**config.mk**
```make
export PLATFORM = sky130hd
export DESIGN_NAME = ysyx_201979054_axi_wb_burst
export DESIGN_NICKNAME = d
export VERILOG_FILES = /design/src/rtl/ysyx_201979054_axi_pkg.sv /design/src/rtl/ysyx_201979054_piso_shifter.sv /design/src/rtl/ysyx_201979054_axi_wb_burst.sv
export SDC_FILE = /design/constraint.sdc
export NUM_CORES = 1
export LEC_CHECK = 0
export BUFFER_PORTS_ARGS = -buffer_cell sky130_fd_sc_hd__buf_2
export CAP_MARGIN = 0
export CORE_ASPECT_RATIO = 0.75
export CORE_MARGIN = 2
export CORE_UTILIZATION = 25
export CTS_CLUSTER_DIAMETER = 200
export DETAILED_ROUTE_END_ITERATION = 16
export PLACE_DENSITY = 0.53
export RECOVER_POWER = 25
export REMOVE_ABC_BUFFERS = 1
export SYNTH_ARGS = -nofsm -noshare
export SYNTH_HDL_FRONTEND = slang
export SYNTH_SLANG_ARGS = --single-unit
```
**constraint.sdc**
```tcl
create_clock -name clk -period 3.8 [get_ports clk]
set_clock_uncertainty 0.05 [all_clocks]
set_input_delay 0.76 -clock clk [delete_from_list [all_inputs] [get_ports clk]]
set_output_delay 0.76 -clock clk [all_outputs]
set_load 0.02 [all_outputs]
```
**src/rtl/ysyx_201979054_axi_pkg.sv**
```systemverilog
// Shared types and AXI encodings for the cache-line writeback burst engine.
package ysyx_201979054_axi_pkg;

  typedef enum logic [1:0] {
    ST_IDLE = 2'd0,
    ST_ADDR = 2'd1,
    ST_DATA = 2'd2,
    ST_RESP = 2'd3
  } wb_state_e;

  localparam logic [1:0] AXI_BURST_INCR = 2'b01;
  localparam logic [1:0] AXI_RESP_OKAY  = 2'b00;

  // AxSIZE encoding for a beat of the given byte count (power of two).
  function automatic logic [2:0] axi_size(input int bytes);
    logic [2:0] s;
    s = 3'd0;
    for (int i = 0; i < 8; i++) begin
      if ((1 << i) == bytes) s = 3'(i);
    end
    return s;
  endfunction

endpackage

```
**src/rtl/ysyx_201979054_piso_shifter.sv**
```systemverilog
// Parallel-in serial-out line buffer: loads a whole line, presents the
// lowest beat, and drops one beat per shift.
module ysyx_201979054_piso_shifter #(
  parameter int BLOCK_WIDTH = 512,
  parameter int BEAT_WIDTH  = 32
) (
  input  logic                   clk,
  input  logic                   arstn,
  input  logic                   load_i,
  input  logic [BLOCK_WIDTH-1:0] data_i,
  input  logic                   shift_i,
  output logic [BEAT_WIDTH-1:0]  beat_o
);

  logic [BLOCK_WIDTH-1:0] block_q;

  always_ff @(posedge clk or negedge arstn) begin
    if (!arstn) begin
      block_q <= '0;
    end else if (load_i) begin
      block_q <= data_i;
    end else if (shift_i) begin
      block_q <= block_q >> BEAT_WIDTH;
    end
  end

  assign beat_o = block_q[BEAT_WIDTH-1:0];

endmodule

```
**src/rtl/ysyx_201979054_axi_wb_burst.sv**
```systemverilog
// Writes one cache line to an AXI slave as a single INCR burst.
//   state | meaning
//   IDLE  | waiting for start, line not held
//   ADDR  | AW presented, waiting for awready
//   DATA  | streaming beats on W, counter = current beat
//   RESP  | waiting for the write response
module ysyx_201979054_axi_wb_burst
  import ysyx_201979054_axi_pkg::*;
#(
  parameter int AXI_DATA_WIDTH = 32,
  parameter int AXI_ADDR_WIDTH = 32,
  parameter int BLOCK_WIDTH    = 512
) (
  input  logic                        clk,
  input  logic                        arstn,
  input  logic                        start,
  input  logic [AXI_ADDR_WIDTH-1:0]   i_addr,
  input  logic [BLOCK_WIDTH-1:0]      i_data_block,
  output logic                        o_busy,
  output logic                        o_done,
  output logic                        o_error,
  output logic                        o_awvalid,
  input  logic                        i_awready,
  output logic [AXI_ADDR_WIDTH-1:0]   o_awaddr,
  output logic [7:0]                  o_awlen,
  output logic [2:0]                  o_awsize,
  output logic [1:0]                  o_awburst,
  output logic                        o_wvalid,
  input  logic                        i_wready,
  output logic [AXI_DATA_WIDTH-1:0]   o_wdata,
  output logic [AXI_DATA_WIDTH/8-1:0] o_wstrb,
  output logic                        o_wlast,
  input  logic                        i_bvalid,
  output logic                        o_bready,
  input  logic [1:0]                  i_bresp
);

  localparam int              BEATS     = BLOCK_WIDTH / AXI_DATA_WIDTH;
  localparam int              CNT_W     = (BEATS > 1) ? $clog2(BEATS) : 1;
  localparam logic [CNT_W-1:0] LAST_BEAT = CNT_W'(BEATS - 1);
  localparam logic [2:0]      BEAT_SIZE = axi_size(AXI_DATA_WIDTH / 8);

  wb_state_e                 state_q;
  logic [CNT_W-1:0]          cnt_q;
  logic [AXI_ADDR_WIDTH-1:0] addr_q;
  logic                      awvalid_q;
  logic                      wvalid_q;
  logic                      wlast_q;
  logic                      bready_q;
  logic                      busy_q;
  logic                      done_q;
  logic                      error_q;

  logic load;
  logic w_hs;

  assign load = (state_q == ST_IDLE) && start;
  assign w_hs = wvalid_q && i_wready;

  ysyx_201979054_piso_shifter #(
    .BLOCK_WIDTH (BLOCK_WIDTH),
    .BEAT_WIDTH  (AXI_DATA_WIDTH)
  ) u_piso (
    .clk     (clk),
    .arstn   (arstn),
    .load_i  (load),
    .data_i  (i_data_block),
    .shift_i (w_hs),
    .beat_o  (o_wdata)
  );

  always_ff @(posedge clk or negedge arstn) begin
    if (!arstn) begin
      state_q   <= ST_IDLE;
      cnt_q     <= '0;
      addr_q    <= '0;
      awvalid_q <= 1'b0;
      wvalid_q  <= 1'b0;
      wlast_q   <= 1'b0;
      bready_q  <= 1'b0;
      busy_q    <= 1'b0;
      done_q    <= 1'b0;
      error_q   <= 1'b0;
    end else begin
      done_q <= 1'b0;
      case (state_q)
        ST_IDLE: begin
          if (start) begin
            addr_q    <= i_addr;
            awvalid_q <= 1'b1;
            busy_q    <= 1'b1;
            state_q   <= ST_ADDR;
          end
        end
        ST_ADDR: begin
          if (i_awready) begin
            awvalid_q <= 1'b0;
            wvalid_q  <= 1'b1;
            wlast_q   <= (LAST_BEAT == '0);
            cnt_q     <= '0;
            state_q   <= ST_DATA;
          end
        end
        ST_DATA: begin
          if (i_wready) begin
            if (cnt_q == LAST_BEAT) begin
              wvalid_q <= 1'b0;
              wlast_q  <= 1'b0;
              bready_q <= 1'b1;
              state_q  <= ST_RESP;
            end else begin
              cnt_q   <= cnt_q + 1'b1;
              wlast_q <= ((cnt_q + 1'b1) == LAST_BEAT);
            end
          end
        end
        ST_RESP: begin
          // o_done is raised here so it lands on the first IDLE cycle.
          if (i_bvalid) begin
            bready_q <= 1'b0;
            busy_q   <= 1'b0;
            done_q   <= 1'b1;
            error_q  <= (i_bresp != AXI_RESP_OKAY);
            state_q  <= ST_IDLE;
          end
        end
        default: state_q <= ST_IDLE;
      endcase
    end
  end

  assign o_busy    = busy_q;
  assign o_done    = done_q;
  assign o_error   = error_q;
  assign o_awvalid = awvalid_q;
  assign o_awaddr  = addr_q;
  assign o_awlen   = 8'(BEATS - 1);
  assign o_awsize  = BEAT_SIZE;
  assign o_awburst = AXI_BURST_INCR;
  assign o_wvalid  = wvalid_q;
  assign o_wstrb   = '1;
  assign o_wlast   = wlast_q;
  assign o_bready  = bready_q;

endmodule

```
==> flow_summary.yaml <==
placement:
  post-place-ws_ps: 1088
  gp_congestion: 0.8637
  dpl_cell_area_um2: 29060
  port_buffers: 622
  dpl.hpwl_mm: 57.36
clock_tree:
  cts_made_buffers: 66
  cts_tree: "built"
  clockBufferDepth: 3
  post_cts_resized: 0
  cts_setup_buffers: 0
  htree_levels: 3
  cts-root-buf: "clkbuf_16"
  clock-sinks: 557
  clkTransAtPathRegs_ps: 60
  clkLatencyLatePin_ps: 630
  cts_hold_buf: 0
sta:
  max_freq_ghz: 0.3732
  drv_slew: 52
  fin_tns_setup_ps: 0
  slew_headroom_pct: -30.89
  period_needed_ps: 2680
  setup_viol: 0
  grt_setup_unrepaired: "no"
  finalWorstSetupSlack_ps: 1120
  hold_viol: 0
  post-route-period-util_pct: 70.52
  tightest_slew_ps: 1963
floorplan:
  die_y_um: 277.3
  rows: 100
  die_area_um2: 102200
  coreArea_um2: 98970
  start_util_pct: 25.16
  io_pins: 640
  die_w_um: 368.4
global_route:
  grt_first_pass_wirelength_mm: 124.9
  antenna_found_initial: 13
  grt_pass1_vias: 20790
  grt_max_degree: 132
  grt_overflow_total: 0
  grt_use_total_pct: 15.63
pwr:
  p_leak_nw: 14.57
  powerDensity_nw_per_um2: 785.5
  ir_drop_uv: 459.6
setup_path:
  cp_slowest_cell: "clkbuf_2"
  cp_num_buf_inv: 2
  worst-setup-path-type: "in -> async"
  r2r-end: "u_piso.block_q[338]"
  endpoint_kind: "async pin"
  reg2reg_from: "state_q[0]"
  crit_path_max_fanout: 56
  cp.required_ps: 4280
  critPathMaxStageDelay_ps: 1360
  start_kind: "primary input"
  path_cells: "clkbuf_2 -> clkbuf_1"
  critPathArrivalTime_ps: 3160
  cp_top_family: "buffers and inverters"
  reg2reg_depth: 6
  r2r_setup_slack_ps: 1210
detailed_routing:
  vias: 21670
  postRouteWirelength_mm: 82.01
  vias_per_cell: 4.490
  dr.pass1.iters: 7
  drt_iter0_markers: 1861
  drc: 0
  routedWlPerCell_um: 16.99
  ant_nets: 0
yosys:
  ys_types: 31
  synthCells: 2949
  seq_area_frac_synth_pct: 55.98
  syn_area_um2: 24900
  synth_area_leaders: "dfrtp_1 56%, nand2_1 16%, a31oi_1 12%"
  yosys.area.top_type: "dfrtp_1"
  netlist.area_leader.share_pct: 55.98
  synth_seq_cells: 557
  syn_avg_cell_area_um2: 8.444
  ys_warn_count: 0
job:
  cap_violations: 1
cells_and_area:
  syn2layout_area_growth_pct: 25.15
  nets: 3998
  design_area_um2: 31160
  final_layout_size_suffix_gt1_share_pct: 22.28
  finish.utilization_pct: 31.49
worst_hold_path:
  holdPathEnd: "o_awaddr[16]"
  worstHoldPathCells: 3
  hp-class: "in -> reg"
  hold_start: "i_addr[16]"
run_status:
  run_status: "finished, violations left"
  violations: "max-capacitance violations, max-slew violations"
[power breakdown]
part           total (W)  switching [W]  internal [W]  leakage (nW)
registers         0.0102        0.00153       0.00872          6.23
clock network    0.00631        0.00261       0.00370          1.03
logic            0.00792        0.00484       0.00309          7.31
[Yosys cell counts]
cell type	instances
nand4_1	3
a31oi_1	480
mux2_2	1
or2_2	1
buf_1	13
and2_1	1
o21ai_0	7
nor2_1	481
buf_4	60
conb_1	2
xnor2_1	1
buf_2	99
ha_1	6
dfrtp_1	557
o2111ai_1	1
a21oi_2	1
mux2i_1	5
o211ai_1	1
nor2b_1	1
xor2_1	1
nand2_2	1
nand2b_1	4
a22o_1	33
buf_6	13
clkbuf_1	92
o32a_1	1
inv_1	7
a21oi_1	2
nand2_1	1071
nand2_4	1
nand3_1	2
[final cells by class]
class / count / area, um^2
fillers: 10680 / 67810
repair buffers: 685 / 3856
diodes: 12 / 30.03
clock inverters: 12 / 103.9
clock buffers: 104 / 2011
well taps: 1326 / 1659
inverters: 7 / 26.28
flip-flops and latches: 557 / 13940
multi-input cells: 2123 / 9538
[stage by stage]
stage / power [W] / std cells / hold WS (ps)
final: 0.02448 / 4826 / 277.5
after floorplan: 0.01663 / 2687 / 414.4
after detailed placement: 0.01836 / 4698 / 406.8
after global placement: 0.01817 / 4698 / 404.0
after global routing: 0.02639 / 4821 / 239.1
after CTS: 0.02480 / 4814 / 32.30
[kinds of logic (layout without fill, tap and decap cells)]
group	count (synthesis)	in the layout	synth area share (%)
flip-flops	557	557	55.98
AND/OR/NAND/NOR	1566	1566	23.76
other	2	29	0.03016
adder cells (fa/ha/maj)	6	6	0.3015
AO/OA/AOI/OAI	526	526	13.54
multiplexers	6	6	0.2462
buffers and inverters	284	808	6.075
XOR/XNOR	2	2	0.07036
[state kept, by name (all words and copies together), names as in the netlist]
signal,cells
o_done,1
o_busy,1
o_error,1
o_awvalid,1
o_awaddr,32
o_wvalid,1
o_wlast,1
state_q,2
cnt_q,4
u_piso.block_q,512
o_bready,1
[layout by cell type, fill, tap and decap left out, types with 7 or more instances in the layout]
master     count
nand2_1     1071
buf_2        621
dfrtp_1      557
nor2_1       481
a31oi_1      480
clkbuf_16     71
a22o_1        33
buf_4         31
clkbuf_1      30
buf_12        24
conb_1        17
diode_2       12
clkbuf_8      11
inv_1          7
o21ai_0        7
[worst max path at each step]
stage	start	to	slack, ps	depth (start not counted)
global route	arstn	u_piso.block_q[449]	660	2
CTS	state_q[0]	u_piso.block_q[333]	1160	6
detailed placement	start	u_piso.block_q[333]	1090	5
floorplan	start	u_piso.block_q[0]	-11170	4
global placement	start	u_piso.block_q[333]	1110	5
finish	arstn	u_piso.block_q[449]	1120	2
[layer usage]
layer  vias up  routed length (um)  share of wire (%)  track usage, %
met3       118                3250                4.0           2.973
met5         -                  59              0.072               0
li1      10750                   -                  -               -
met2       442               39020                 48           25.02
met4         8                1942                2.4           4.636
met1     10360               37740                 46           21.40
(Power assumes the default switching activity.)
